$ cat src/rtl/boot_sequencer.sv
`default_nettype none
// ============================================================================
// Module      : boot_sequencer
// Description : Power-on / boot reset controller. Waits for PLL lock, pulses
//               reset to the loaders, waits for every loader to report ready,
//               holds the CPU in reset for a minimum time, then runs.
//               Debounces the reset button, retries loaders on timeout and
//               drives the boot-status LED.
// Revision    : 1.0 - initial release
// ============================================================================
module boot_sequencer #(
    parameter int NUM_READY           = 1,
    parameter int SYNC_STAGES         = 2,
    parameter int DEBOUNCE_CYCLES     = 65536,
    parameter int LOADER_RESET_CYCLES = 4,
    parameter int HOLD_CYCLES         = 16,
    parameter int LOAD_TIMEOUT        = 0,
    parameter int RELOAD_ON_BTN       = 0
) (
    input  logic                 clk,
    input  logic                 reset,
    input  logic                 pll_locked,
    input  logic                 btn_n,
    input  logic [NUM_READY-1:0] ready,
    output logic                 loader_reset,
    output logic                 cpu_reset,
    output logic                 boot_done,
    output logic                 led_n,
    output logic                 timeout_err,
    output logic [7:0]           retry_count
);

    // Shared state counter is sized for the longest interval it must time.
    localparam int C_MAX_LH  = (LOADER_RESET_CYCLES > HOLD_CYCLES) ? LOADER_RESET_CYCLES : HOLD_CYCLES;
    localparam int C_MAX_CNT = (C_MAX_LH > LOAD_TIMEOUT) ? C_MAX_LH : LOAD_TIMEOUT;
    localparam int C_CNT_W   = $clog2(C_MAX_CNT) + 1;
    localparam int C_DB_W    = $clog2(DEBOUNCE_CYCLES) + 1;

    localparam logic [C_CNT_W-1:0] C_LRST_LAST = C_CNT_W'(LOADER_RESET_CYCLES - 1);
    localparam logic [C_CNT_W-1:0] C_HOLD_LAST = C_CNT_W'(HOLD_CYCLES - 1);
    // Only meaningful when LOAD_TIMEOUT is non-zero; the LOAD branch guards on that.
    localparam logic [C_CNT_W-1:0] C_LOAD_LAST = C_CNT_W'(LOAD_TIMEOUT - 1);
    localparam logic [C_DB_W-1:0]  C_DB_LAST   = C_DB_W'(DEBOUNCE_CYCLES - 1);

    typedef enum logic [2:0] {
        ST_WAIT_LOCK = 3'd0,
        ST_LRST      = 3'd1,
        ST_LOAD      = 3'd2,
        ST_HOLD      = 3'd3,
        ST_RUN       = 3'd4
    } state_t;

    logic [SYNC_STAGES-1:0] r_lock_sync;
    logic [SYNC_STAGES-1:0] r_btn_sync;
    logic                   r_btn_db;
    logic [C_DB_W-1:0]      r_db_cnt;
    state_t                 r_state;
    logic [C_CNT_W-1:0]     r_cnt;

    state_t                 w_state_nxt;
    logic [C_CNT_W-1:0]     w_cnt_nxt;
    logic                   w_timeout;
    logic                   w_lock;
    logic                   w_btn;
    logic                   w_press;
    logic                   w_all_ready;

    assign w_lock      = r_lock_sync[SYNC_STAGES-1];
    assign w_btn       = r_btn_sync[SYNC_STAGES-1];
    assign w_press     = ~r_btn_db;
    assign w_all_ready = &ready;

    // Bring the asynchronous lock and button inputs into the clk domain.
    always_ff @(posedge clk) begin
        if (reset) begin
            r_lock_sync <= '0;
            r_btn_sync  <= '1;
        end else begin
            r_lock_sync <= {r_lock_sync[SYNC_STAGES-2:0], pll_locked};
            r_btn_sync  <= {r_btn_sync[SYNC_STAGES-2:0], btn_n};
        end
    end

    // Accept a new button level only after it has differed for DEBOUNCE_CYCLES in a row.
    always_ff @(posedge clk) begin
        if (reset) begin
            r_btn_db <= 1'b1;
            r_db_cnt <= '0;
        end else if (w_btn == r_btn_db) begin
            r_db_cnt <= '0;
        end else if (r_db_cnt == C_DB_LAST) begin
            r_btn_db <= ~r_btn_db;
            r_db_cnt <= '0;
        end else begin
            r_db_cnt <= r_db_cnt + 1'b1;
        end
    end

    // Next-state and interval counter; lock loss overrides every other transition.
    always_comb begin
        w_state_nxt = r_state;
        w_cnt_nxt   = r_cnt;
        w_timeout   = 1'b0;
        if (!w_lock) begin
            w_state_nxt = ST_WAIT_LOCK;
        end else begin
            case (r_state)
                ST_WAIT_LOCK: begin
                    w_state_nxt = ST_LRST;
                end
                ST_LRST: begin
                    if (r_cnt == C_LRST_LAST) w_state_nxt = ST_LOAD;
                    else                      w_cnt_nxt   = r_cnt + 1'b1;
                end
                ST_LOAD: begin
                    if (w_all_ready) begin
                        w_state_nxt = ST_HOLD;
                    end else if (LOAD_TIMEOUT != 0) begin
                        if (r_cnt == C_LOAD_LAST) begin
                            w_timeout   = 1'b1;
                            w_state_nxt = ST_LRST;
                        end else begin
                            w_cnt_nxt = r_cnt + 1'b1;
                        end
                    end
                end
                ST_HOLD: begin
                    // A loader dropping out matters more than the hold count.
                    if (!w_all_ready)              w_state_nxt = ST_LOAD;
                    else if (w_press)              w_cnt_nxt   = '0;
                    else if (r_cnt == C_HOLD_LAST) w_state_nxt = ST_RUN;
                    else                           w_cnt_nxt   = r_cnt + 1'b1;
                end
                ST_RUN: begin
                    if (w_press)           w_state_nxt = (RELOAD_ON_BTN != 0) ? ST_LRST : ST_HOLD;
                    else if (!w_all_ready) w_state_nxt = ST_LOAD;
                end
                default: begin
                    w_state_nxt = ST_WAIT_LOCK;
                end
            endcase
        end
        // Each state times its own interval from zero.
        if (w_state_nxt != r_state) w_cnt_nxt = '0;
    end

    // State register with Moore outputs decoded from the incoming state so they align with it.
    always_ff @(posedge clk) begin
        if (reset) begin
            r_state      <= ST_WAIT_LOCK;
            r_cnt        <= '0;
            loader_reset <= 1'b1;
            cpu_reset    <= 1'b1;
            boot_done    <= 1'b0;
            led_n        <= 1'b1;
            timeout_err  <= 1'b0;
            retry_count  <= 8'd0;
        end else begin
            r_state      <= w_state_nxt;
            r_cnt        <= w_cnt_nxt;
            loader_reset <= (w_state_nxt == ST_WAIT_LOCK) || (w_state_nxt == ST_LRST);
            cpu_reset    <= (w_state_nxt != ST_RUN);
            boot_done    <= (w_state_nxt == ST_RUN);
            led_n        <= (w_state_nxt != ST_RUN);
            if (w_timeout) begin
                timeout_err <= 1'b1;
                if (retry_count != 8'hFF) retry_count <= retry_count + 8'd1;
            end
        end
    end

endmodule
`default_nettype wire

$ cat config.mk
export PLATFORM = sky130hd
export DESIGN_NAME = boot_sequencer
export DESIGN_NICKNAME = d
export VERILOG_FILES = /design/src/rtl/boot_sequencer.sv
export SDC_FILE = /design/constraint.sdc
export NUM_CORES = 1
export LEC_CHECK = 0
export CORE_MARGIN = 1
export CORE_UTILIZATION = 40
export CTS_BUF_LIST = sky130_fd_sc_hd__clkbuf_4
export CTS_CLUSTER_DIAMETER = 120
export CTS_CLUSTER_SIZE = 40
export DETAILED_ROUTE_END_ITERATION = 10
export DONT_BUFFER_PORTS = 1
export SYNTH_ARGS = -nofsm -noshare
export SYNTH_HDL_FRONTEND = slang
export SYNTH_SLANG_ARGS = --single-unit
$ cat constraint.sdc
create_clock -name clk -period 2.49 [get_ports clk]
set_input_delay 0.249 -clock clk [delete_from_list [all_inputs] [get_ports clk]]
set_output_delay 0.249 -clock clk [all_outputs]
set_load 0.005 [all_outputs]
==> metrics <==
status finished, final reports clean; Gate Count Post-Synth 176; arrival time worst endpoint 2370 ps; total power 0.833 mW; main flop type after synthesis dfxtp_1; layout overhead on the synthesized area 4.73%; post-synthesis cell type count 44; CTS tree yes; pre-CTS setup slack 420 ps; Clock Sinks 33; initial antenna violation count 0; RSZ-0062 raised after global routing no; Hold Buf Count CTS 2; register area share after synthesis 0.423; DRT Pass-1 Iters 4; Power Density 510 nW/um^2; Logic pwr share 0.028; GP Congestion 0.802; Cells on Worst Hold Path 1; endpoint class of the critical path register; vias in the first global route 1147; Tcrit/Tclk final 0.861; reg2reg start r_cnt[0]$_SDFFE_PP0P_; Via density 5.22; Worst-path clk slew 100 ps; synthesized area per cell 8.87 um^2; R2R cell count 7; RR Endpoint r_cnt[3]$_SDFFE_PP0P_; sw power 0.189 mW; CP required 2720 ps; Clock Tree Buf Depth 2; H-tree Lvls 2; Die X 64.5 um; post-DR wirelength/cell 12.3 um; Placed Instances 217; WL final 2.81 mm; yosys warns 0; Starting DRT DRC Count 29; CP Max Fanout 7; #FFs+latches synth 33; Layout Cells excl Fill 228; Chip Height 64.5 um; # rows 22; Net count, final 188; filler instances 366; f_max 467 MHz; Mapped Area 1560 um^2; LEAKAGE 0.533 nW; EDFF count, synth 0; die footprint 4150 um^2; worst clock skew 4.76 ps; Clock power frac 0.330; R2R Setup Slk 350 ps; CTS root buffer clkbuf_4; Reg power frac 0.643; TritonCTS Buffers 5; Setup Viol. Count Final 0; diode count 0; largest net degree at the start of global routing 15; grt total ovfl 0; layout cells sized above 1 0.0611; GRT Util Overall 0.152; Ports 18; Async SR Flop Fraction 0; register area 661 um^2; Initial Util 0.423; # resized after CTS 0; DRT antenna net count 0; internal power 0.643 mW; port buffer count 0; post-route setup slack 347 ps; clk_lat worst skew 330 ps; Worst setup SP type register; detailed placement HPWL 1.99 mm; post-CTS setup buffers 0; cell area after layout 1630 um^2; area of the multi-input gates 800 um^2; worst vdd ir 0.463 mV; final hold viol count 0; core box area 3690 um^2; via count 1191; Hold Startpoint pll_locked; Final min period 2140 ps; WHS Endpoint r_lock_sync[0]$_SDFF_PP0_; first-pass GRT wire length 4.77 mm; total placed instance area 1550 um^2; Sw Share 0.228; Setup TNS Final 0 ps; HP Class in2reg; Crit Path Category reg2reg; max-slew violations 0; DRC Markers 0; total of max-cap violations 0
sequential cells by signal, indices dropped and copies added, names as in the netlist:
name / flops
r_btn_sync: 2
boot_done: 1
r_state: 3
led_n: 1
r_db_cnt: 17
r_cnt: 5
loader_reset: 1
r_lock_sync: 2
r_btn_db: 1
worst max-delay path by stage:
stage | startpoint | end
final | r_cnt[0]$_SDFFE_PP0P_ | r_cnt[3]$_SDFFE_PP0P_
after floorplan | r_db_cnt[4]$_SDFF_PP0_ | r_db_cnt[10]$_SDFF_PP0_
after global placement | r_db_cnt[4]$_SDFF_PP0_ | r_db_cnt[10]$_SDFF_PP0_
after detailed placement | r_cnt[0]$_SDFFE_PP0P_ | r_cnt[3]$_SDFFE_PP0P_
after global routing | r_cnt[0]$_SDFFE_PP0P_ | r_cnt[3]$_SDFFE_PP0P_
after CTS | r_cnt[0]$_SDFFE_PP0P_ | r_cnt[3]$_SDFFE_PP0P_
Yosys cell counts, drive strengths merged, types with 4 or more instances:
cell type	instances	area, um^2
xnor2	7	61.3
nand2	10	37.5
dfxtp	33	661
clkbuf	4	16.3
nand4	5	31.3
ha	4	50.1
inv	7	26.3
nor4	4	25.0
nand2b	4	25.0
o21ai	7	35.0
xor2	4	35.0
nand3	7	35.0
a21oi	7	35.0
buf	12	87.6
nor2	17	63.8
nor2b	6	37.5
per-stage QoR:
step | hold WS (ps) | utilization
2_1_floorplan | 321 | -
3_3_place_gp | 322 | 0.421
3_5_place_dp | 323 | 0.421
4_1_cts | 2.15 | 0.440
5_1_grt | 49.1 | 0.443
6_report | 45.2 | 0.443
layout by cell type (no fill, tap or decap), drive strengths merged, types with 3 or more instances in the layout:
cell | synthesis | routed
ha | 4 | 4
nor4 | 4 | 4
nor2b | 6 | 6
dlygate4sd3 | 0 | 3
nand4b | 3 | 3
nor3 | 3 | 3
clkbuf | 4 | 5
nand2b | 4 | 4
conb | 1 | 9
nand4 | 5 | 5
inv | 7 | 7
a21oi | 7 | 7
nand3 | 7 | 7
nor2 | 17 | 17
nand2 | 10 | 10
xor2 | 4 | 4
xnor2 | 7 | 7
clkinv | 0 | 3
dfxtp | 33 | 33
o21ai | 7 | 7
power by group through the flow:
stage / Clock (mW) / Combinational, mW / Sequential (mW)
detailed placement: 0 / 0.0184 / 0.547
finish: 0.274 / 0.0231 / 0.535
global route: 0.308 / 0.0270 / 0.536
CTS: 0.290 / 0.0216 / 0.535
global placement: 0 / 0.0177 / 0.547
floorplan: 0 / 0.0265 / 0.546
final cells by class:
| type | count | share of cell area |
|---|---|---|
| flip-flops and latches | 33 | 0.404 |
| clock buffers | 5 | 0.0230 |
| inverters | 7 | 0.0161 |
| well taps | 48 | 0.0368 |
| multi-input cells | 128 | 0.489 |
| repair buffers | 4 | 0.0230 |
| clock inverters | 3 | 0.00766 |
layer usage:
layer,track usage,vias to the layer above,part of all wire
met5,0,-,0
met4,0.0944,0,0.023
met3,0.0546,6,0.039
met2,0.261,23,0.50
met1,0.157,557,0.44
li1,-,605,-
worst max-delay path, cell delays in order, from the launching register on:
cell      delay [ps]
dfxtp_1          360
ha_1             250
and3_1           190
ha_1             220
nand4b_1         190
o22ai_2          320
a41oi_1          190
a311oi_1         320
kinds of logic (layout without fill, tap and decap cells):
kind of cell	Yosys count	after routing	synth area share
flip-flops	33	33	0.423
multiplexers	1	1	0.00642
XOR/XNOR	11	11	0.0617
AND/OR/NAND/NOR	74	74	0.265
other	1	9	0.00240
AO/OA/AOI/OAI	29	29	0.125
buffers and inverters	23	19	0.0834
adder cells (fa/ha/maj)	4	4	0.0321
Power figures use the tool's default switching activity.
